`src/rtl/cam_pkg.sv`:
```
// Shared types, frame geometry and the RGB565 -> RGB444 packing helper
// for the OV7670-style capture path.
package cam_pkg;

    localparam int unsigned IMG_W    = 160;
    localparam int unsigned IMG_H    = 120;
    localparam int unsigned FB_DEPTH = IMG_W * IMG_H;
    localparam int unsigned PX_W     = 12;

    typedef enum logic [1:0] {
        IDLE    = 2'd0,
        VSYNC   = 2'd1,
        BYTE_HI = 2'd2,
        BYTE_LO = 2'd3
    } cam_state_e;

    typedef struct packed {
        logic [3:0] r;
        logic [3:0] g;
        logic [3:0] b;
    } rgb444_t;

    // Keep the top nibble of each RGB565 channel.
    function automatic rgb444_t rgb565_to_rgb444(input logic [7:0] hi, input logic [7:0] lo);
        rgb444_t px;
        px.r = hi[7:4];
        px.g = {hi[2:0], lo[7]};
        px.b = lo[4:1];
        return px;
    endfunction

endpackage

```
`src/rtl/cam_px_pack.sv`:
```
// Pixel packer plus output register stage: one cycle after the low byte
// is sampled it presents the write strobe, address and packed pixel.
module cam_px_pack
    import cam_pkg::*;
#(
    parameter int unsigned ADDR_W = 15
) (
    input  logic              clk,
    input  logic              rst,
    input  logic              wr_en_i,
    input  logic [ADDR_W-1:0] addr_i,
    input  logic [7:0]        hi_i,
    input  logic [7:0]        lo_i,
    output logic [ADDR_W-1:0] px_addr_o,
    output logic [PX_W-1:0]   px_data_o,
    output logic              px_wr_o
);

    logic [ADDR_W-1:0] px_addr_q;
    rgb444_t           px_data_q;
    logic              px_wr_q;

    always_ff @(posedge clk) begin
        if (rst) begin
            px_addr_q <= '0;
            px_data_q <= '0;
            px_wr_q   <= 1'b0;
        end else begin
            px_wr_q <= wr_en_i;
            if (wr_en_i) begin
                px_addr_q <= addr_i;
                px_data_q <= rgb565_to_rgb444(hi_i, lo_i);
            end
        end
    end

    assign px_addr_o = px_addr_q;
    assign px_data_o = PX_W'(px_data_q);
    assign px_wr_o   = px_wr_q;

endmodule

```
`src/rtl/cam_capture_rgb444.sv`:
```
// OV7670-style capture: byte-pair FSM, frame-buffer address counter and overflow.
// Optional per-frame line statistics are enabled with CAM_CAPTURE_STATS_EN.
module cam_capture_rgb444 #(
    parameter int unsigned IMG_W  = cam_pkg::IMG_W,
    parameter int unsigned IMG_H  = cam_pkg::IMG_H,
    parameter int unsigned ADDR_W = 15
) (
    input  logic              clk,
    input  logic              rst,
    input  logic              CAM_vsync,
    input  logic              CAM_href,
    input  logic [7:0]        CAM_px_data,
    output logic [ADDR_W-1:0] mem_px_addr,
    output logic [11:0]       mem_px_data,
    output logic              px_wr,
    output logic              frame_done,
    output logic              overflow
`ifdef CAM_CAPTURE_STATS_EN
    ,
    output logic [7:0]        line_cnt,
    output logic              line_err
`endif
);
    import cam_pkg::*;

    localparam int unsigned FRAME_PIX  = IMG_W * IMG_H;
    localparam int unsigned LINE_BYTES = 2 * IMG_W;

    cam_state_e        state_q;
    logic [ADDR_W-1:0] addr_q;
    logic [7:0]        hi_q;
    logic              frame_done_q;
    logic              overflow_q;
    logic              wr_en_c;
    logic              frame_start_c;

    // A write is issued only while the frame buffer still has room.
    assign wr_en_c = (state_q == BYTE_LO) && !CAM_vsync && CAM_href &&
                     (addr_q != ADDR_W'(FRAME_PIX));
    assign frame_start_c = (state_q == VSYNC) && !CAM_vsync;

    always_ff @(posedge clk) begin
        if (rst) begin
            state_q      <= IDLE;
            addr_q       <= '0;
            hi_q         <= '0;
            frame_done_q <= 1'b0;
            overflow_q   <= 1'b0;
        end else begin
            frame_done_q <= 1'b0;
            case (state_q)
                IDLE: begin
                    if (CAM_vsync) state_q <= VSYNC;
                end
                VSYNC: begin
                    if (!CAM_vsync) begin
                        addr_q     <= '0;
                        overflow_q <= 1'b0;
                        state_q    <= BYTE_HI;
                    end
                end
                BYTE_HI: begin
                    if (CAM_vsync) begin
                        frame_done_q <= 1'b1;
                        state_q      <= VSYNC;
                    end else if (CAM_href) begin
                        hi_q    <= CAM_px_data;
                        state_q <= BYTE_LO;
                    end
                end
                BYTE_LO: begin
                    if (CAM_vsync) begin
                        frame_done_q <= 1'b1;
                        hi_q         <= '0;
                        state_q      <= VSYNC;
                    end else if (CAM_href) begin
                        if (wr_en_c) addr_q <= addr_q + ADDR_W'(1);
                        else         overflow_q <= 1'b1;
                        state_q <= BYTE_HI;
                    end else begin
                        // Odd byte count: drop the stray high byte so the next line is aligned.
                        hi_q    <= '0;
                        state_q <= BYTE_HI;
                    end
                end
                default: state_q <= IDLE;
            endcase
        end
    end

    cam_px_pack #(.ADDR_W(ADDR_W)) u_pack (
        .clk       (clk),
        .rst       (rst),
        .wr_en_i   (wr_en_c),
        .addr_i    (addr_q),
        .hi_i      (hi_q),
        .lo_i      (CAM_px_data),
        .px_addr_o (mem_px_addr),
        .px_data_o (mem_px_data),
        .px_wr_o   (px_wr)
    );

    assign frame_done = frame_done_q;
    assign overflow   = overflow_q;

`ifdef CAM_CAPTURE_STATS_EN
    logic       href_q;
    logic [9:0] bytes_q;
    logic [7:0] lines_q;
    logic [7:0] line_cnt_q;
    logic       line_err_q;
    logic       capture_c;
    logic       href_fall_c;

    assign capture_c   = (state_q == BYTE_HI) || (state_q == BYTE_LO);
    assign href_fall_c = capture_c && href_q && !CAM_href;

    always_ff @(posedge clk) begin
        if (rst) begin
            href_q     <= 1'b0;
            bytes_q    <= '0;
            lines_q    <= '0;
            line_cnt_q <= '0;
            line_err_q <= 1'b0;
        end else begin
            href_q <= CAM_href;
            if (frame_start_c) begin
                bytes_q    <= '0;
                lines_q    <= '0;
                line_cnt_q <= '0;
                line_err_q <= 1'b0;
            end else if (capture_c) begin
                if (CAM_vsync) begin
                    line_cnt_q <= lines_q + 8'(href_fall_c);
                end else begin
                    if (CAM_href && (bytes_q != '1)) bytes_q <= bytes_q + 10'd1;
                    if (href_fall_c) begin
                        lines_q <= lines_q + 8'd1;
                        bytes_q <= '0;
                        if (bytes_q != 10'(LINE_BYTES)) line_err_q <= 1'b1;
                    end
                end
            end
        end
    end

    assign line_cnt = line_cnt_q;
    assign line_err = line_err_q;
`endif

endmodule
```
`config.mk`:
```
export PLATFORM = sky130hd
export DESIGN_NAME = cam_capture_rgb444
export DESIGN_NICKNAME = d
export VERILOG_FILES = /design/src/rtl/cam_pkg.sv /design/src/rtl/cam_px_pack.sv /design/src/rtl/cam_capture_rgb444.sv
export SDC_FILE = /design/constraint.sdc
export NUM_CORES = 1
export LEC_CHECK = 0
export BUFFER_PORTS_ARGS = -buffer_cell sky130_fd_sc_hd__buf_2
export CORE_UTILIZATION = 54
export DETAILED_ROUTE_END_ITERATION = 6
export GPL_ROUTABILITY_DRIVEN = 1
export GPL_TIMING_DRIVEN = 1
export PLACE_DENSITY = 0.81
export SLEW_MARGIN = 20
export SYNTH_ARGS = -nofsm -noshare
export SYNTH_HDL_FRONTEND = slang
export SYNTH_SLANG_ARGS = --single-unit
```
`constraint.sdc`:
```
create_clock -name clk -period 1.81 [get_ports clk]
set_input_delay 0.0905 -clock clk [delete_from_list [all_inputs] [get_ports clk]]
set_output_delay 0.0905 -clock clk [all_outputs]
set_load 0.02 [all_outputs]
```
==> results of run 1 <==
==> metal layers <==
metal | up-vias | global-route usage | wire, µm | share of wire
li1 | 1080 | - | - | -
met1 | 1015 | 0.344 | 2520 | 0.47
met2 | 75 | 0.399 | 2480 | 0.46
met3 | 6 | 0.0524 | 319 | 0.059
met4 | 0 | 0.0904 | 86 | 0.016
met5 | - | 0 | 0 | 0
==> registers in the layout, indices dropped and copies added, names as in the netlist <==
register and count:
state_q 2, overflow 1, frame_done 1, u_pack.px_wr_o 1, u_pack.px_addr_o 15, addr_q 15, u_pack.px_data_o 12, hi_q 7
==> area by class of cell <==
class / instances / area (µm²)
Fill cell: 344 / 1330
Multi-Input combinational cell: 196 / 1130
Sequential cell: 54 / 1080
Timing Repair Buffer: 54 / 315
Clock buffer: 6 / 72.6
Tap cell: 50 / 62.6
Inverter: 6 / 22.5
Clock inverter: 2 / 13.8
==> metrics by stage <==
stage,setup slack (ns),std cells,total power (µW),util
floorplan,0.215,276,1270,-
global placement,0.132,358,1290,0.640
detailed placement,0.0733,358,1290,0.640
CTS,0.0368,366,1930,0.661
global route,0.00302,368,1990,0.669
finish,0.0822,368,1920,0.669
==> worst max path at each step <==
stage                                      start                      end  cells after the start
after CTS                 addr_q[0]$_SDFFE_PP0P_  addr_q[14]$_SDFFE_PP0P_                      6
after global routing      addr_q[0]$_SDFFE_PP0P_  addr_q[14]$_SDFFE_PP0P_                      6
final                     addr_q[0]$_SDFFE_PP0P_  addr_q[14]$_SDFFE_PP0P_                      6
after detailed placement  addr_q[0]$_SDFFE_PP0P_  addr_q[14]$_SDFFE_PP0P_                      6
after global placement    addr_q[0]$_SDFFE_PP0P_  addr_q[14]$_SDFFE_PP0P_                      6
after floorplan           addr_q[0]$_SDFFE_PP0P_   addr_q[2]$_SDFFE_PP0P_                      7
==> what timing repair did <==
item,4_1_cts,5_1_grt
resized for setup,0,6
buffers inserted,0,2
endpoints found under the setup margin,0,31
==> critical path, stage by stage, from the launching register on <==
cell     delay, ns
dfxtp_1       0.34
buf_4         0.15
ha_1          0.17
and3_4        0.21
nand4_4       0.13
or4_4         0.51
a21oi_2       0.14
==> synthesized netlist by cell type (all sizes together) (2+ instances only) <==
library cell  number  area, µm²
a211oi             2       15.0
a21oi             44        220
a31oi              2       12.5
and3               4       30.0
and4               2       18.8
buf                6       30.0
clkbuf            14       52.6
dfxtp             54       1080
ha                 2       25.0
inv                6       22.5
nand2             18       67.6
nand2b             3       18.8
nand3             31        155
nand4              7       65.1
nor2               8       30.0
nor2b              2       12.5
nor3               2       10.0
nor4               2       12.5
o21a               2       15.0
o21ai             40        200
o31ai              3       22.5
or2                2       12.5
or3                4       27.5
or4                3       22.5
xnor2              2       17.5
==> logic make-up after synthesis <==
group | Yosys count | synth area share
adders and majority gates | 2 | 0.0109
xor gates and xnor gates | 3 | 0.0114
DFF | 54 | 0.471
buffers and inverters | 26 | 0.0458
AOI/OAI and AO/OA | 97 | 0.227
and+or+nand+nor | 94 | 0.234
==> power groups by stage <==
stage	Sequential (µW)	Combinational [µW]	Clock (µW)
2_1_floorplan	1220	41.5	0
3_3_place_gp	1220	70.1	0
3_5_place_dp	1220	69.6	0
4_1_cts	1200	70.3	664
5_1_grt	1200	78.0	715
6_report	1200	71.2	655
==> metrics.cfg, run 1 <==
[pwr]
swShare=0.226
ir_worst_vdd_mv=0.434
clkPwrFrac=0.341
internal-power_uw=1490
p_per_area_mw_per_mm2=713
seq_power_share=0.622
p_comb_frac=0.037
switching_power_uw=435
leakage_uw=0.000986

[synth]
yosysWarnings=0
ys_async_sr_fraction=0
ys_ff_latch=54
syn_area_per_cell_um2=8.32
synth_edf_count=0
netlist_area_mm2=0.00230
syn_inst=276
syn_nets=290
yosysSeqAreaShare=0.471
synthFlopType=dfxtp_1
synth_cell_type_count=42

[floorplan]
initial_core_util=0.570
die_x_um=67.2
num_io_pins=42
die_y_um=67.2
rows=23
dieArea_mm2=0.00452
core_region_area_mm2=0.00403

[routing]
wire_per_inst_um=14.7
ant_nets=0
vias=2176
via_per_inst=5.91
first_iter_violations=188
drtPass1Iterations=4
finalWirelength_um=5400
drc=0

[grt]
antenna_found_initial=0
grtUsageTotal=0.254
grt_max_degree=32
overflow=0
grt_pass1_wl_um=8750
grt_pass1_vias=1920

[sta]
finalSetupTns_ns=0
hold_violations=0
skew_ns=0.00986
finalCritPeriodShare=0.955
fmaxAchievable_mhz=579
slew_headroom=0.633
rsz0062_at_grt=false
period_needed_ns=1.73
timing.final.max_slew_violations=0
final-setup-viol-count=0
hold_ws_ns=0.0107
worst_slew_pin_slew_ns=0.547

[cts]
clockBufferDepth=2
clock_latency_ns=0.31
clk_pin_slew_ns=0.10
cts_sinks=54
cts_made_buffers=5
postCtsHoldBufs=0
cts_htree_levels=2
cts_tree=done
clock-root-buffer=clkbuf_8

[worst_setup_path]
arrival_ns=1.97
crit_path_end_kind=register
r2r_cells=6
cp_data_required_time_ns=2.05
rrSetupSlack_ns=0.08
reg2reg_from=addr_q[0]$_SDFFE_PP0P_
start_kind=register
r2r-end=addr_q[14]$_SDFFE_PP0P_
crit_fanout=8
critPathKind=reg -> reg

[layout]
layout.nets=331
mostFrequentLayoutCells=53 x dfxtp_1, 43 x a21oi_1, 41 x buf_2
syn_to_final_growth_pct=17.4
drive_gt1_frac=0.239
fin_area_mm2=0.00270
layout_commonest_cell=dfxtp_1
diodes=0

[placed_design]
hpwl_um=3630
place.gp.congestion=0.874
port_buffers=41
dpl_cell_area_mm2=0.00258

[min_path]
hold_class=in -> reg
whs_endpoint=state_q[1]$_SDFFE_PP0P_
hp-start=CAM_vsync
hold-path-cell-count=2

[status]
outcome=completed

[job]
drv_cap=0

(Power assumes the default switching activity.)
==> inputs of run 2 (changes only) <==
--- a/config.mk
+++ b/config.mk
@@ -6,11 +6,12 @@
 export NUM_CORES = 1
 export LEC_CHECK = 0
 export BUFFER_PORTS_ARGS = -buffer_cell sky130_fd_sc_hd__buf_2
+export CORE_ASPECT_RATIO = 1.25
 export CORE_UTILIZATION = 54
 export DETAILED_ROUTE_END_ITERATION = 6
 export GPL_ROUTABILITY_DRIVEN = 1
 export GPL_TIMING_DRIVEN = 1
-export PLACE_DENSITY = 0.81
+export PLACE_DENSITY = 0.78
 export SLEW_MARGIN = 20
 export SYNTH_ARGS = -nofsm -noshare
 export SYNTH_HDL_FRONTEND = slang
==> run 2 against run 1 <==
Via count increased by 0.83%. Final cell count increased by 2.7%. Combinational power up 0.8%.
==> metrics.cfg, run 2 (synthesis results as in run 1) <==
[layout]
ff_latch_area_mm2=0.00108  ; unchanged
diodes=0  ; unchanged
layout_commonest_cell=dfxtp_1
final_cells=378  ; +2.7%
multiInputGateArea_mm2=0.00112  ; -0.89%
final_util=0.676  ; +0.00644
layout.nets=335  ; +1.2%
mostFrequentLayoutCells=53 x dfxtp_1, 44 x a21oi_1, 41 x buf_2
syn_to_final_growth_pct=19.6
drive_gt1_frac=0.239  ; about the same
fillerInstances=362  ; +5.2%

[job]
drv_cap=0  ; unchanged

[pwr]
internal-power_uw=1630  ; +9.9%
seq_power_share=0.569  ; -0.053
p_comb_frac=0.034  ; -0.003
leakage_uw=0.00102  ; +3.2%
swShare=0.222  ; -0.00428
total_power_uw=2100  ; +9.3%
clkPwrFrac=0.396  ; +0.055
p_per_area_mw_per_mm2=764  ; +7.3%
ir_worst_vdd_mv=0.535  ; +23%
switching_power_uw=466  ; +7.2%

[worst_setup_path]
critPathKind=reg -> reg
rrSetupSlack_ns=0.09  ; about the same
cp_data_required_time_ns=2.06  ; about the same
crit_fanout=10  ; +2
crit_path_end_kind=register
arrival_ns=1.97  ; about the same
start_kind=register

[grt]
grt_max_degree=29  ; -9.4%
antenna_found_initial=0  ; unchanged
grt_pass1_vias=1874  ; -2.4%
overflow=0  ; unchanged
grtUsageTotal=0.254  ; -0.000339
grt_pass1_wl_um=8600  ; -1.7%

[routing]
drtPass1Iterations=4  ; unchanged
first_iter_violations=135  ; -28%
vias=2194  ; +0.83%
finalWirelength_um=5480  ; +1.4%
via_per_inst=5.80  ; -1.8%
wire_per_inst_um=14.5  ; -1.2%
ant_nets=0  ; unchanged
drc=0  ; unchanged

[cts]
clockBufferDepth=2  ; unchanged
clock-root-buffer=clkbuf_8
cts_sinks=54  ; unchanged
cts_tree=done
cts_made_buffers=5  ; unchanged
cts_htree_levels=2  ; unchanged
cts_setup_buffers=0  ; unchanged
clk_pin_slew_ns=0.10  ; about the same
clock_latency_ns=0.31  ; about the same

[placed_design]
post-place-cells=369  ; +3.1%
port_buffers=41  ; unchanged
place.gp.congestion=0.831  ; -4.9%
dp_slack_ns=0.0976  ; +0.0243 ns
hpwl_um=3710  ; +2.1%

[floorplan]
core_region_area_mm2=0.00407  ; +0.93%
dieArea_mm2=0.00452  ; about the same
die_y_um=74.9  ; +11%
num_io_pins=42  ; unchanged
die_x_um=60.3  ; -10%
rows=26  ; +13%
initial_core_util=0.565  ; -0.00526

[sta]
final-setup-viol-count=0  ; unchanged
finalCritPeriodShare=0.948  ; -0.00685
period_needed_ns=1.72  ; -0.0124 ns
hold_violations=0  ; unchanged
fmaxAchievable_mhz=583  ; +0.72%
slew_headroom=0.679  ; +0.0467
timing.final.max_slew_violations=0  ; unchanged
rsz0062_at_grt=false
setup_ws_ns=0.0946  ; +0.0124 ns
worst_slew_pin_slew_ns=0.478  ; -0.0696 ns
finalSetupTns_ns=0  ; unchanged
skew_ns=0.00729  ; -0.00258 ns

[status]
outcome=completed

[min_path]
hold_class=in -> reg

[run 2: final cells by class]
type | instances | area share
clock buffer | 5 | 0.0250
clock inverter | 3 | 0.0173
inverter | 6 | 0.00820
multi-input combinational | 196 | 0.407
sequential | 54 | 0.394
tap | 56 | 0.0255
timing repair buffer | 58 | 0.123
[run 2: critical path: stages, from the launching register on]
cell and delay, ns:
dfxtp_1 0.35, buf_4 0.13, ha_1 0.16, and3_4 0.21, nand4_4 0.16, or4_1 0.50
a21oi_1 0.14
[run 2: metrics by stage]
step	cell area [µm²]	hold WS (ns)
floorplan	2300	0.169
finish	2750	0.00291
detailed placement	2610	0.338
CTS	2740	0.000826
global placement	2610	0.333
global route	2750	0.00295
[run 2: path summary, 6_finish.rpt]
path / start / end / depth (start not counted)
max: addr_q[1]$_SDFFE_PP0P_ / addr_q[14]$_SDFFE_PP0P_ / 6
min: CAM_px_data[6] / hi_q[6]$_SDFFE_PP0P_ / 3
max reg2reg: addr_q[1]$_SDFFE_PP0P_ / addr_q[14]$_SDFFE_PP0P_ / 6
min reg2reg: hi_q[2]$_SDFFE_PP0P_ / u_pack.px_data_o[7]$_SDFFE_PP0P_ / 2
[run 2: metal layers]
metal / routed length [µm] / GRT usage
met1: 2340 / 0.317
met2: 2820 / 0.421
met3: 219 / 0.0567
met4: 97 / 0.101
met5: 0 / 0
[run 2: repair_timing]
item / CTS / global route
hold buffers: 1 / 0
gates resized for setup: 0 / 3
hold endpoints to repair: 1 / 0
endpoints found under the setup margin: 0 / 15
[run 2: power groups by stage]
stage	sequential (µW)	clock (µW)	combinational, µW
3_5_place_dp	1220	0	69.1
2_1_floorplan	1220	0	41.5
6_report	1200	833	71.8
5_1_grt	1200	896	79.3
4_1_cts	1200	848	71.1
3_3_place_gp	1220	0	69.5
==> inputs of run 3 (changes only) <==
--- a/config.mk
+++ b/config.mk
@@ -15,4 +15,5 @@
 export SLEW_MARGIN = 20
 export SYNTH_ARGS = -nofsm -noshare
 export SYNTH_HDL_FRONTEND = slang
+export SYNTH_HIERARCHICAL = 1
 export SYNTH_SLANG_ARGS = --single-unit
==> run 3 against run 2 <==
The run now ends with setup timing left. Sequential power hardly changed. Critical path type unchanged. Largest cell class unchanged. Sequential cell count stayed put. First-iteration DRC count is 16% lower. Final cell count is 6.1% lower. Via count is 13% lower. Clock skew hardly changed. Count of clock-buffer cells in the layout is 1 higher.
==> metrics.cfg, run 3 <==
[synth]
syn_nets=247  ; -15%
netlist_area_mm2=0.00224  ; -2.7%
syn_inst=233  ; -16%
syn_area_per_cell_um2=9.60  ; +15%
yosysWarnings=6  ; +6

[min_path]
whs_endpoint=u_pack/px_data_o[2]$_SDFFE_PP0P_
hold-path-cell-count=3  ; unchanged
hold_class=in -> reg
hp-start=CAM_px_data[3]

[cts]
clock-root-buffer=clkbuf_8
clk_pin_slew_ns=0.10  ; about the same
clockBufferDepth=2  ; unchanged
cts_sinks=54  ; unchanged
clock_latency_ns=0.30  ; about the same
cts_htree_levels=2  ; unchanged
cts_made_buffers=5  ; unchanged
postCtsHoldBufs=0  ; -1
cts_tree=done

[sta]
worst_slew_pin_slew_ns=0.508  ; +0.0304 ns
skew_ns=0.00720  ; -0.0000820 ns
slew_headroom=0.661  ; -0.0180
rsz0062_at_grt=true
setup_ws_ns=-0.289  ; -0.384 ns
fmaxAchievable_mhz=476  ; -18%
finalCritPeriodShare=1.16  ; +0.212
period_needed_ns=2.10  ; +0.384 ns
hold_violations=0  ; unchanged
timing.final.max_slew_violations=0  ; unchanged
final-setup-viol-count=42  ; +42
hold_ws_ns=0.0265  ; +0.0236 ns

[worst_setup_path]
slowest_delay_ns=0.47  ; -0.03 ns
reg2reg_from=addr_q[0]$_SDFFE_PP0P_
slowest_stage=or4b_4
arrival_ns=2.28  ; +0.31 ns
cp_data_required_time_ns=2.00  ; -0.06 ns
r2r_cells=9  ; +3
critPathKind=reg -> reg
r2r-end=u_pack/px_data_o[8]$_SDFFE_PP0P_
rrSetupSlack_ns=-0.29  ; -0.38 ns
start_kind=register
crit_path_end_kind=register
crit_fanout=9  ; -1
worstPathCellList=inv_2 > ha_1 > or4b_4 > nor4_4 > or2_4 > inv_8 > buf_16 > mux2i_1 > nor2_1

[layout]
layout.nets=314  ; -6.3%
layout_commonest_cell=dfxtp_1
fillerInstances=294  ; -19%
fin_area_mm2=0.00290  ; +5.6%
diodes=0  ; unchanged
ff_latch_area_mm2=0.00108  ; +0.12%
syn_to_final_growth_pct=29.8
drive_gt1_frac=0.322  ; +0.0831
mostFrequentLayoutCells=52 x dfxtp_1, 41 x buf_2, 38 x nor2_1
multiInputGateArea_mm2=0.00110  ; -1.3%

[floorplan]
rows=25  ; -3.8%
die_x_um=59.6  ; -1.3%
die_y_um=73.9  ; -1.3%
num_io_pins=42  ; unchanged
dieArea_mm2=0.00440  ; -2.6%
initial_core_util=0.576  ; +0.0115
core_region_area_mm2=0.00388  ; -4.6%

[placed_design]
hpwl_um=3270  ; -12%
port_buffers=41  ; unchanged
place.gp.congestion=0.841  ; +1.2%
dpl_cell_area_mm2=0.00266  ; +1.9%

[grt]
antenna_found_initial=0  ; unchanged
grt_pass1_wl_um=7760  ; -9.9%
grt_pass1_vias=1696  ; -9.5%
grtUsageTotal=0.236  ; -0.0176
overflow=0  ; unchanged
grt_max_degree=49  ; +69%

[routing]
dr_wl_met2_um=2740  ; -2.8%
met3_length_um=237  ; +8.2%
finalWirelength_um=5260  ; -4.0%
wl_met1_um=2220  ; -5.3%
wire_per_inst_um=14.8  ; +2.2%
first_iter_violations=114  ; -16%
dr.max_layer_used=met4
vias=1919  ; -13%
drc=0  ; unchanged
ant_nets=0  ; unchanged
drtPass1Iterations=4  ; unchanged
via_per_inst=5.41  ; -6.9%

[pwr]
total_power_uw=2080  ; -0.81%
ir_worst_vdd_mv=0.660  ; +23%
p_per_area_mw_per_mm2=718  ; -6.1%
leakage_uw=0.00118  ; +16%

[status]
violations=setup timing
outcome=finished, violations left

[job]
drv_cap=0  ; unchanged

[run 3: area by class of cell]
cell class | count | share of cell area
clock buffers | 6 | 0.0250
clock inverters | 2 | 0.0129
inverters | 5 | 0.00906
multi-input cells | 162 | 0.380
flip-flops and latches | 54 | 0.373
well taps | 54 | 0.0233
repair buffers | 72 | 0.176
[run 3: stage by stage]
step           setup slack, ns  cells   util  setup TNS, ns
2_1_floorplan           -0.392    233      -         -10.63
3_3_place_gp            -0.137    345  0.685          -3.84
3_5_place_dp            -0.199    345  0.685          -5.42
4_1_cts                 -0.215    355  0.728          -6.89
5_1_grt                 -0.388    355  0.748         -13.83
6_report                -0.289    355  0.748          -9.70
[run 3: per-layer routing]
metal | vias up | global-route usage
met5 | - | 0
met4 | 0 | 0.106
met1 | 899 | 0.289
met3 | 8 | 0.0400
li1 | 947 | -
met2 | 65 | 0.406
[run 3: worst max-delay path by stage]
stage	startpoint	to	slack, ns	depth (start not counted)
CTS	addr_q[1]$_SDFFE_PP0P_	u_pack/px_addr_o[0]$_SDFFE_PP0P_	-0.21	9
detailed placement	addr_q[0]$_SDFFE_PP0P_	addr_q[2]$_SDFFE_PP0P_	-0.20	8
global route	addr_q[1]$_SDFFE_PP0P_	u_pack/px_data_o[0]$_SDFFE_PP0P_	-0.39	9
global placement	addr_q[0]$_SDFFE_PP0P_	u_pack/px_addr_o[6]$_SDFFE_PP0P_	-0.14	9
finish	addr_q[0]$_SDFFE_PP0P_	u_pack/px_data_o[8]$_SDFFE_PP0P_	-0.29	9
floorplan	addr_q[0]$_SDFFE_PP0P_	u_pack/px_data_o[4]$_SDFFE_PP0P_	-0.39	11
[run 3: critical path: cells and delay by family (launching register included)]
| kind | cells | cell delay (ns) |
|---|---|---|
| fa+ha+maj | 1 | 0.13 |
| flops | 1 | 0.34 |
| buf+inv | 3 | 0.26 |
| simple gates | 4 | 1.07 |
| mux | 1 | 0.17 |
[run 3: power breakdown]
group          leakage [µW]  total, µW  internal, µW  switching [µW]
registers          0.000436       1200          1190            3.93
logic              0.000688       91.9          34.8            57.1
clock network     0.0000514        794           413             381
total               0.00118       2080          1640             442
[run 3: what timing repair did]
action,in CTS,in global routing
gates cloned,1,1
resized for setup,9,12
pin swaps,3,7
setup endpoints to repair,42,42
setup buffers,1,0
